<file path="config.mk">
export PLATFORM = sky130hd
export DESIGN_NAME = tail_light_scheduler
export DESIGN_NICKNAME = d
export VERILOG_FILES = /design/src/rtl/tail_light_scheduler.sv
export SDC_FILE = /design/constraint.sdc
export NUM_CORES = 1
export LEC_CHECK = 0
export ABC_CLOCK_PERIOD_IN_PS = 5880
export CORE_MARGIN = 5
export CORE_UTILIZATION = 45
export DETAILED_ROUTE_END_ITERATION = 8
export GPL_TIMING_DRIVEN = 0
export PLACE_DENSITY_LB_ADDON = 0.25
export REMOVE_ABC_BUFFERS = 1
export SETUP_SLACK_MARGIN = 0.1
export SLEW_MARGIN = 40
export SYNTH_ARGS = -nofsm -noshare
export SYNTH_HDL_FRONTEND = slang
export SYNTH_SLANG_ARGS = --single-unit
</file>
<file path="constraint.sdc">
create_clock -name sys_clk_in -period 5.88 [get_ports sys_clk_in]
set_clock_uncertainty 0.2 [all_clocks]
set_input_delay 0.882 -clock sys_clk_in [delete_from_list [all_inputs] [get_ports sys_clk_in]]
set_output_delay 0.882 -clock sys_clk_in [all_outputs]
set_load 0.02 [all_outputs]
</file>
<file path="src/rtl/tail_light_scheduler.sv">
// Tail-light mode scheduler: synchronise/debounce switches, arbitrate mode, sequence lamps.
// Optional brake overlay on sw_pin[3] is built only when BRAKE_EN is defined.
module tail_light_scheduler #(
    parameter int unsigned TICK_CYCLES = 33554432,
    parameter int unsigned DEB_CYCLES  = 1000000
) (
    input  logic        sys_clk_in,
    input  logic        sys_rst_n,
    input  logic [7:0]  sw_pin,
    output logic [15:0] led_pin
);

`ifdef BRAKE_EN
    localparam int NSW = 4;
`else
    localparam int NSW = 3;
`endif

    localparam int TW = (TICK_CYCLES > 1) ? $clog2(TICK_CYCLES) : 1;
    localparam int DW = (DEB_CYCLES  > 1) ? $clog2(DEB_CYCLES)  : 1;

    localparam logic [1:0] ST_IDLE   = 2'd0;
    localparam logic [1:0] ST_LEFT   = 2'd1;
    localparam logic [1:0] ST_RIGHT  = 2'd2;
    localparam logic [1:0] ST_HAZARD = 2'd3;

    logic [NSW-1:0]         sync1_q, sync2_q;
    logic [NSW-1:0]         deb_q, deb_d;
    logic [NSW-1:0][DW-1:0] deb_cnt_q, deb_cnt_d;
    logic [1:0]             state_q, state_d;
    logic [1:0]             step_q, step_d;
    logic [TW-1:0]          tick_cnt_q, tick_cnt_d;
    logic [15:0]            led_d;
    logic                   tick;
    logic                   state_chg;
    logic                   left_req, right_req, hazard_req;

`ifdef BRAKE_EN
    logic unused_sw;
    assign unused_sw = ^sw_pin[7:4];
`else
    logic unused_sw;
    assign unused_sw = ^sw_pin[7:3];
`endif

    // A mismatching sample bumps the bit's count; a matching one clears it.
    always_comb begin
        // NOTE: every combinational output gets a default first so no latch is inferred.
        deb_d     = deb_q;
        deb_cnt_d = '0;
        for (int b = 0; b < NSW; b++) begin
            if (sync2_q[b] != deb_q[b]) begin
                if (deb_cnt_q[b] == DW'(DEB_CYCLES - 1)) begin
                    deb_d[b] = sync2_q[b];
                end else begin
                    deb_cnt_d[b] = deb_cnt_q[b] + 1'b1;
                end
            end
        end
    end

    assign left_req   = deb_q[0];
    assign right_req  = deb_q[1];
    assign hazard_req = deb_q[2];

    always_comb begin
        state_d = ST_IDLE;
        if (hazard_req || (left_req && right_req)) begin
            state_d = ST_HAZARD;
        end else if (left_req) begin
            state_d = ST_LEFT;
        end else if (right_req) begin
            state_d = ST_RIGHT;
        end
    end

    assign state_chg = (state_d != state_q);
    assign tick      = (tick_cnt_q == TW'(TICK_CYCLES - 1));

    // A state change outranks a coincident tick: the new pattern restarts cleanly.
    always_comb begin
        tick_cnt_d = tick_cnt_q + 1'b1;
        step_d     = step_q;
        if (state_chg) begin
            tick_cnt_d = '0;
            step_d     = 2'd0;
        end else if (tick) begin
            tick_cnt_d = '0;
            case (state_q)
                ST_LEFT, ST_RIGHT: step_d = (step_q == 2'd2) ? 2'd0 : step_q + 2'd1;
                ST_HAZARD:         step_d = (step_q == 2'd0) ? 2'd1 : 2'd0;
                default:           step_d = 2'd0;
            endcase
        end
    end

    always_comb begin
        logic [3:0] mode;
        logic [2:0] left_lamps;
        logic [2:0] right_lamps;
        mode        = 4'b0001;
        left_lamps  = 3'b000;
        right_lamps = 3'b000;
        case (state_q)
            ST_LEFT: begin
                mode = 4'b0010;
                case (step_q)
                    2'd0:    left_lamps = 3'b100;
                    2'd1:    left_lamps = 3'b010;
                    2'd2:    left_lamps = 3'b001;
                    default: left_lamps = 3'b000;
                endcase
            end
            ST_RIGHT: begin
                mode = 4'b0100;
                case (step_q)
                    2'd0:    right_lamps = 3'b001;
                    2'd1:    right_lamps = 3'b010;
                    2'd2:    right_lamps = 3'b100;
                    default: right_lamps = 3'b000;
                endcase
            end
            ST_HAZARD: begin
                mode = 4'b1000;
                if (step_q == 2'd1) begin
                    left_lamps  = 3'b111;
                    right_lamps = 3'b111;
                end
            end
            default: mode = 4'b0001;
        endcase
`ifdef BRAKE_EN
        // Brake lights whichever side is not signalling; hazard ignores it.
        if (deb_q[3]) begin
            case (state_q)
                ST_IDLE: begin
                    left_lamps  = 3'b111;
                    right_lamps = 3'b111;
                end
                ST_LEFT:  right_lamps = 3'b111;
                ST_RIGHT: left_lamps  = 3'b111;
                default:  ;
            endcase
        end
`endif
        led_d = {mode, 4'b0000, right_lamps, 2'b00, left_lamps};
    end

    always_ff @(posedge sys_clk_in or negedge sys_rst_n) begin
        if (!sys_rst_n) begin
            sync1_q    <= '0;
            sync2_q    <= '0;
            deb_q      <= '0;
            deb_cnt_q  <= '0;
            state_q    <= ST_IDLE;
            step_q     <= 2'd0;
            tick_cnt_q <= '0;
            led_pin    <= 16'h0000;
        end else begin
            // NOTE: non-blocking assignments so every register samples pre-edge values.
            sync1_q    <= sw_pin[NSW-1:0];
            sync2_q    <= sync1_q;
            deb_q      <= deb_d;
            deb_cnt_q  <= deb_cnt_d;
            state_q    <= state_d;
            step_q     <= step_d;
            tick_cnt_q <= tick_cnt_d;
            led_pin    <= led_d;
        end
    end

endmodule

</file>
==> results.json, run 1 <==
{
  "track_usage_pct": 15.1,
  "hold_path.class": "flop to flop",
  "yosysWarnings": 0,
  "worstPathArrival_ns": 2.75,
  "slowest_stage": "or4_1",
  "placed_cells": 668,
  "syn_inst": 525,
  "path_class": "flop to flop",
  "cp_num_cells": 4,
  "die_y_um": 118,
  "syn_avg_cell_area_sq_um": 9.91,
  "clockRootBuffer": "clkbuf_16",
  "worst_slew_pin_slew_ns": 0.772,
  "multiInputGateArea_sq_um": 2400,
  "crit_family": "simple AND/OR/NAND/NOR gates",
  "drive_gt1_share_pct": 5.75,
  "die-area_sq_um": 13800,
  "outcome": "complete, no violations",
  "syn_area_sq_um": 5200,
  "grt_setup_unrepaired": "no",
  "fill_cells": 1029,
  "critPathBufInv": 0,
  "cts_resized": 0,
  "fin_crit_sh_pct": 46.9,
  "num_rows": 39,
  "clk_latency_ns": 0.34,
  "drtAntennaViolNets": 0,
  "io_pins": 26,
  "routed_wl_um": 9850,
  "yosysUniqueCellTypes": 40,
  "antenna_found_initial": 0,
  "port_buffers": 14,
  "p_leak_nw": 2.30,
  "num_vias": 3785,
  "via_per_inst": 5.55,
  "ys_seq_elements": 108,
  "worstSetupStartpointType": "flop",
  "crit_start": "tick_cnt_q[4]$_DFF_PN0_",
  "max-slew-margin-rel_pct": 48.1,
  "drtIter0Drc": 198,
  "path_cells": "nand4_1, or4_1, nor2_2, nor3b_1",
  "cts_sinks": 108,
  "critPathCaptureType": "flop",
  "slew_violations": 0,
  "tritoncts": "yes",
  "whs_path_depth": 0,
  "n_antenna_cell": 0,
  "clk_pin_slew_ns": 0.07,
  "grt_overflow": 0,
  "power.density_nw_per_um2": 245,
  "vdd_drop_max_mv": 0.213,
  "seq_area_sq_um": 2700,
  "wire_per_inst_um": 14.4,
  "max-cap-violations": 0,
  "place_congestion": 0.790,
  "grt_pass1_vias": 3725,
  "cts_max_level": 3,
  "power_mw": 1.43,
  "cp.required_ns": 5.88,
  "ys_seq_area_share_pct": 51.9,
  "cts.hold.buffers_added": 0,
  "critPathMaxFanout": 17,
  "grt_pass1_wl_um": 17600,
  "worstHoldStart": "sync1_q[2]$_DFF_PN0_",
  "setup_viol": 0,
  "r2r_start": "tick_cnt_q[4]$_DFF_PN0_",
  "r2r_cells": 4,
  "fmax_mhz": 363,
  "drc": 0,
  "first_pass_iters": 4,
  "area_growth_pct": 12.2,
  "die_w_um": 118,
  "stdcell_count": 682,
  "grt_max_degree": 65,
  "clockBufferDepth": 2,
  "cts_setup_buffers": 0,
  "coreArea_sq_um": 11400,
  "post-route-min-period_ns": 2.76,
  "finalHoldViolations": 0,
  "start_util_pct": 45.8,
  "finalNetCount": 554,
  "slowest_delay_ns": 0.82,
  "cts_buffers": 9,
  "dp_hpwl_um": 6610
}
[where the power goes]
group | total [mW] | internal (mW) | switching, mW
logic | 0.0418 | 0.0119 | 0.0299
registers | 0.757 | 0.750 | 0.00706
clock network | 0.634 | 0.381 | 0.253
total | 1.43 | 1.14 | 0.290
[sequential cells by signal, indices dropped and copies added (netlist names)]
name        cells
deb_cnt_q      60
deb_q           3
led_pin        10
state_q         2
step_q          2
sync1_q         3
sync2_q         3
tick_cnt_q     25
[kinds of logic (layout without fill, tap and decap cells)]
kind of cell | after synthesis | in the layout | share of synthesized area [%]
AOI/OAI and AO/OA | 70 | 70 | 7.79
xor gates and xnor gates | 53 | 53 | 8.92
adders and majority gates | 8 | 8 | 1.92
buffers and inverters | 38 | 47 | 3.32
DFF | 108 | 108 | 51.9
muxes | 3 | 3 | 0.649
other | 1 | 6 | 0.0720
and+or+nand+nor | 244 | 244 | 25.4
[worst paths after layout]
check,endpoint,slack (ns)
min,sync2_q[2]$_DFF_PN0_,0.16
max in group asynchronous,deb_cnt_q[34]$_DFF_PN0_,4.62
max reg2reg,tick_cnt_q[1]$_DFF_PN0_,3.12
min reg2reg,sync2_q[2]$_DFF_PN0_,0.16
min in group asynchronous,led_pin[2]$_DFF_PN0_,0.28
max,tick_cnt_q[1]$_DFF_PN0_,3.12
[cell usage after synthesis, drive strengths merged]
cell type / number / share of area [%]
dfrtp: 108 / 52
nor2: 53 / 3.8
nand3: 35 / 3.6
nand2: 31 / 2.2
xnor2: 31 / 5.2
a21oi: 29 / 2.8
nor3: 27 / 2.6
o21ai: 23 / 2.2
xor2: 22 / 3.7
nand4: 21 / 2.8
or3: 17 / 2.0
inv: 16 / 1.2
or4: 15 / 2.2
o31ai: 13 / 2.1
buf: 12 / 1.4
nor4: 12 / 1.4
clkbuf: 10 / 0.72
ha: 8 / 1.9
and3: 6 / 0.72
and4: 6 / 1.0
and2: 4 / 0.48
nand2b: 4 / 0.48
a211oi: 3 / 0.43
mux2: 3 / 0.65
nand4b: 2 / 0.34
nor2b: 2 / 0.24
nor3b: 2 / 0.29
nor4b: 2 / 0.34
or2: 2 / 0.24
or4b: 2 / 0.38
a22o: 1 / 0.17
a31oi: 1 / 0.12
conb: 1 / 0.072
nand3b: 1 / 0.14
[metrics by stage]
step	setup WS [ns]	TNS, ns	hold slack (ns)	area, sq um	utilization (%)
after floorplan	3.05	0	0.131	5110	-
after global routing	2.90	0	0.169	5840	51.4
final	3.12	0	0.157	5840	51.4
after global placement	-0.392	-41.63	0.140	5430	47.8
after detailed placement	3.10	0	0.138	5530	48.7
after CTS	3.08	0	0.162	5840	51.4
[per-layer routing]
| metal | vias up | global-route usage, % | part of all wire [%] | wire length [um] |
|---|---|---|---|---|
| met5 | - | 0 | 0 | 0 |
| met4 | 0 | 5.30 | 1.4 | 138 |
| met3 | 12 | 3.75 | 2.9 | 285 |
| met2 | 43 | 24.1 | 48 | 4730 |
| met1 | 1845 | 20.1 | 48 | 4690 |
| li1 | 1885 | - | - | - |
[cells in the final DEF, fill, tap and decap left out, types with 3 or more instances in the layout]
master | Yosys | final
a21oi_1 | 29 | 29
dfrtp_1 | 108 | 108
xnor2_1 | 31 | 31
inv_1 | 16 | 16
clkdlybuf4s50_1 | 0 | 13
o31ai_1 | 11 | 10
clkbuf_16 | 0 | 9
nor4_1 | 12 | 12
a211oi_1 | 3 | 3
or3_1 | 17 | 17
and4_1 | 6 | 6
nand2b_1 | 4 | 4
nor2_1 | 53 | 52
nor3_1 | 27 | 27
o21ai_0 | 23 | 23
ha_1 | 8 | 8
mux2_2 | 3 | 3
nand3_1 | 33 | 33
and2_1 | 4 | 4
and3_1 | 6 | 6
o31ai_4 | 0 | 3
or4_1 | 14 | 14
conb_1 | 1 | 6
nand4_1 | 20 | 20
nand2_1 | 31 | 31
xor2_1 | 22 | 22
[layout make-up]
type	count	area share, %
Sequential cell	108	46.3
Clock inverter	2	1.03
Inverter	16	1.03
Multi-Input combinational cell	384	41.0
Timing Repair Buffer	17	3.34
Tap cell	143	3.06
Clock buffer	12	4.22
Power figures use the tool's default switching activity.
==> run 2, diff against run 1 <==
ABC_CLOCK_PERIOD_IN_PS = 2700   (was 5880)
clock period = 2.7 ns   (was 5.88 ns; I/O delays follow)
==> results.json, run 2 (synthesis results as in run 1) <==
{
  "critPathCaptureType": "flop",
  "io_pins": 26,
  "dp_hpwl_um": 6610,
  "fill_cells": 1023,
  "grt-busiest-layer": "met2",
  "r2r_cells": 5,
  "grtUsageMet2_pct": 24.1,
  "max-slew-margin-rel_pct": 48.4,
  "place_congestion": 0.790,
  "num_rows": 39,
  "finalNetCount": 558,
  "layout_common_cells": "108 x dfrtp_1, 52 x nor2_1, 33 x nand3_1",
  "hold_path.class": "flop to flop",
  "power.density_nw_per_um2": 531,
  "clockBufferDepth": 2,
  "hold_end": "sync2_q[2]$_DFF_PN0_",
  "die-area_sq_um": 13800,
  "largest-register": "deb_cnt_q",
  "port_buffers": 14,
  "drtIter0Drc": 187,
  "path_class": "flop to flop",
  "antenna_found_initial": 0,
  "tns_ns": 0,
  "grt_pass1_vias": 3731,
  "fin_area_sq_um": 5880,
  "r2r_end": "deb_cnt_q[19]$_DFF_PN0_",
  "r2r_slack_ns": 0.29,
  "whs_path_depth": 0,
  "crit_start": "deb_cnt_q[16]$_DFF_PN0_",
  "tritoncts": "yes",
  "largest_reg_flops": 60,
  "vdd_drop_max_mv": 0.463,
  "worstSetupStartpointType": "flop",
  "multiInputGateArea_sq_um": 2400,
  "drive_gt1_share_pct": 6.26,
  "pwr-share-clk_pct": 44.2,
  "combPwrFrac_pct": 3.0,
  "top_regs": "deb_cnt_q x60, tick_cnt_q x25, led_pin x10",
  "track_usage_pct": 15.1,
  "n_antenna_cell": 0,
  "die_y_um": 118,
  "drc": 0,
  "cts_sinks": 108,
  "finalHoldViolations": 0,
  "outcome": "complete, no violations",
  "grt_overflow": 0,
  "p_int_mw": 2.49,
  "layout_commonest_cell": "dfrtp_1",
  "fin_crit_sh_pct": 89.3,
  "clk_latency_ns": 0.34,
  "worst_slew_pin_slew_ns": 0.766,
  "wire_per_inst_um": 14.4,
  "area_growth_pct": 12.9,
  "seq_area_sq_um": 2700,
  "grt_pass1_wl_um": 17700,
  "first_pass_iters": 4,
  "met1_usage_pct": 20.1,
  "num_vias": 3809,
  "fmax_mhz": 415,
  "clockRootBuffer": "clkbuf_16",
  "cp.required_ns": 2.72,
  "r2r_start": "deb_cnt_q[16]$_DFF_PN0_",
  "grt_setup_unrepaired": "no",
  "via_per_inst": 5.55,
  "p_leak_nw": 2.32,
  "sw_frac_of_total_pct": 20.3,
  "start_util_pct": 45.8,
  "routed_wl_um": 9870,
  "max-cap-violations": 0,
  "power_switching_uw": 633,
  "drtAntennaViolNets": 0,
  "clk_pin_slew_ns": 0.06,
  "whs_ns": 0.157,
  "grt_max_degree": 65,
  "worstHoldStart": "sync1_q[2]$_DFF_PN0_",
  "cts_max_level": 3,
  "worstPathArrival_ns": 2.43,
  "critPathMaxFanout": 11,
  "setup_viol": 0,
  "dpl_cell_area_sq_um": 5530,
  "grtUsageMet3_pct": 3.75,
  "die_w_um": 118,
  "post-route-min-period_ns": 2.41,
  "cts_buffers": 9,
  "p_seq_share_pct": 52.8,
  "coreArea_sq_um": 11400,
  "slew_violations": 0
}
## run 2: metal layers
layer	wire length, um	part of all wire, %
met1	4670	47
met2	4760	48
met3	297	3.0
met4	138	1.4
met5	0	0
## run 2: layout make-up
cell class | count | area share, %
clock buffers | 12 | 4.19
inverters | 16 | 1.02
well taps | 143 | 3.04
repair buffers | 21 | 3.87
clock inverters | 2 | 1.02
multi-input cells | 384 | 40.9
flip-flops and latches | 108 | 46.0
## run 2: metrics by stage
stage / power [mW] / util [%] / setup slack, ns / std cells
floorplan: 1.71 / - / -0.133 / 508
global placement: 1.76 / 47.8 / -3.09 / 665
detailed placement: 1.77 / 48.7 / -0.0822 / 668
CTS: 3.17 / 51.5 / 0.129 / 683
global route: 3.25 / 51.7 / 0.138 / 686
finish: 3.12 / 51.7 / 0.290 / 686
## run 2: critical path, cell delays in order (launching register included)
cell and delay (ns):
dfrtp_1 0.41, nand3_1 0.14, or4b_2 0.72, o31ai_4 0.55, buf_6 0.22, a21oi_1 0.05
## run 2: repair_timing
action                     CTS  global route
gates resized for setup      1             0
pin swaps                    0             1
hold endpoints to repair    63             0
hold buffers                 1             0
setup buffers                0             3
setup endpoints to repair   17            21
## run 2: worst max-delay path by stage
stage                          endpoint  slack [ns]  cells past startpoint
6_report        deb_cnt_q[19]$_DFF_PN0_        0.29                      5
2_1_floorplan   deb_cnt_q[10]$_DFF_PN0_       -0.13                      4
5_1_grt         deb_cnt_q[58]$_DFF_PN0_        0.14                      5
4_1_cts         tick_cnt_q[9]$_DFF_PN0_        0.13                      4
3_5_place_dp   tick_cnt_q[12]$_DFF_PN0_       -0.08                      4
3_3_place_gp    deb_cnt_q[33]$_DFF_PN0_       -3.09                      1
## run 2: power by group through the flow
stage | sequential, mW | clock, mW | combinational, mW
after floorplan | 1.68 | 0 | 0.0379
after global placement | 1.68 | 0 | 0.0838
after detailed placement | 1.68 | 0 | 0.0952
after CTS | 1.65 | 1.43 | 0.0971
after global routing | 1.65 | 1.49 | 0.109
final | 1.65 | 1.38 | 0.0923
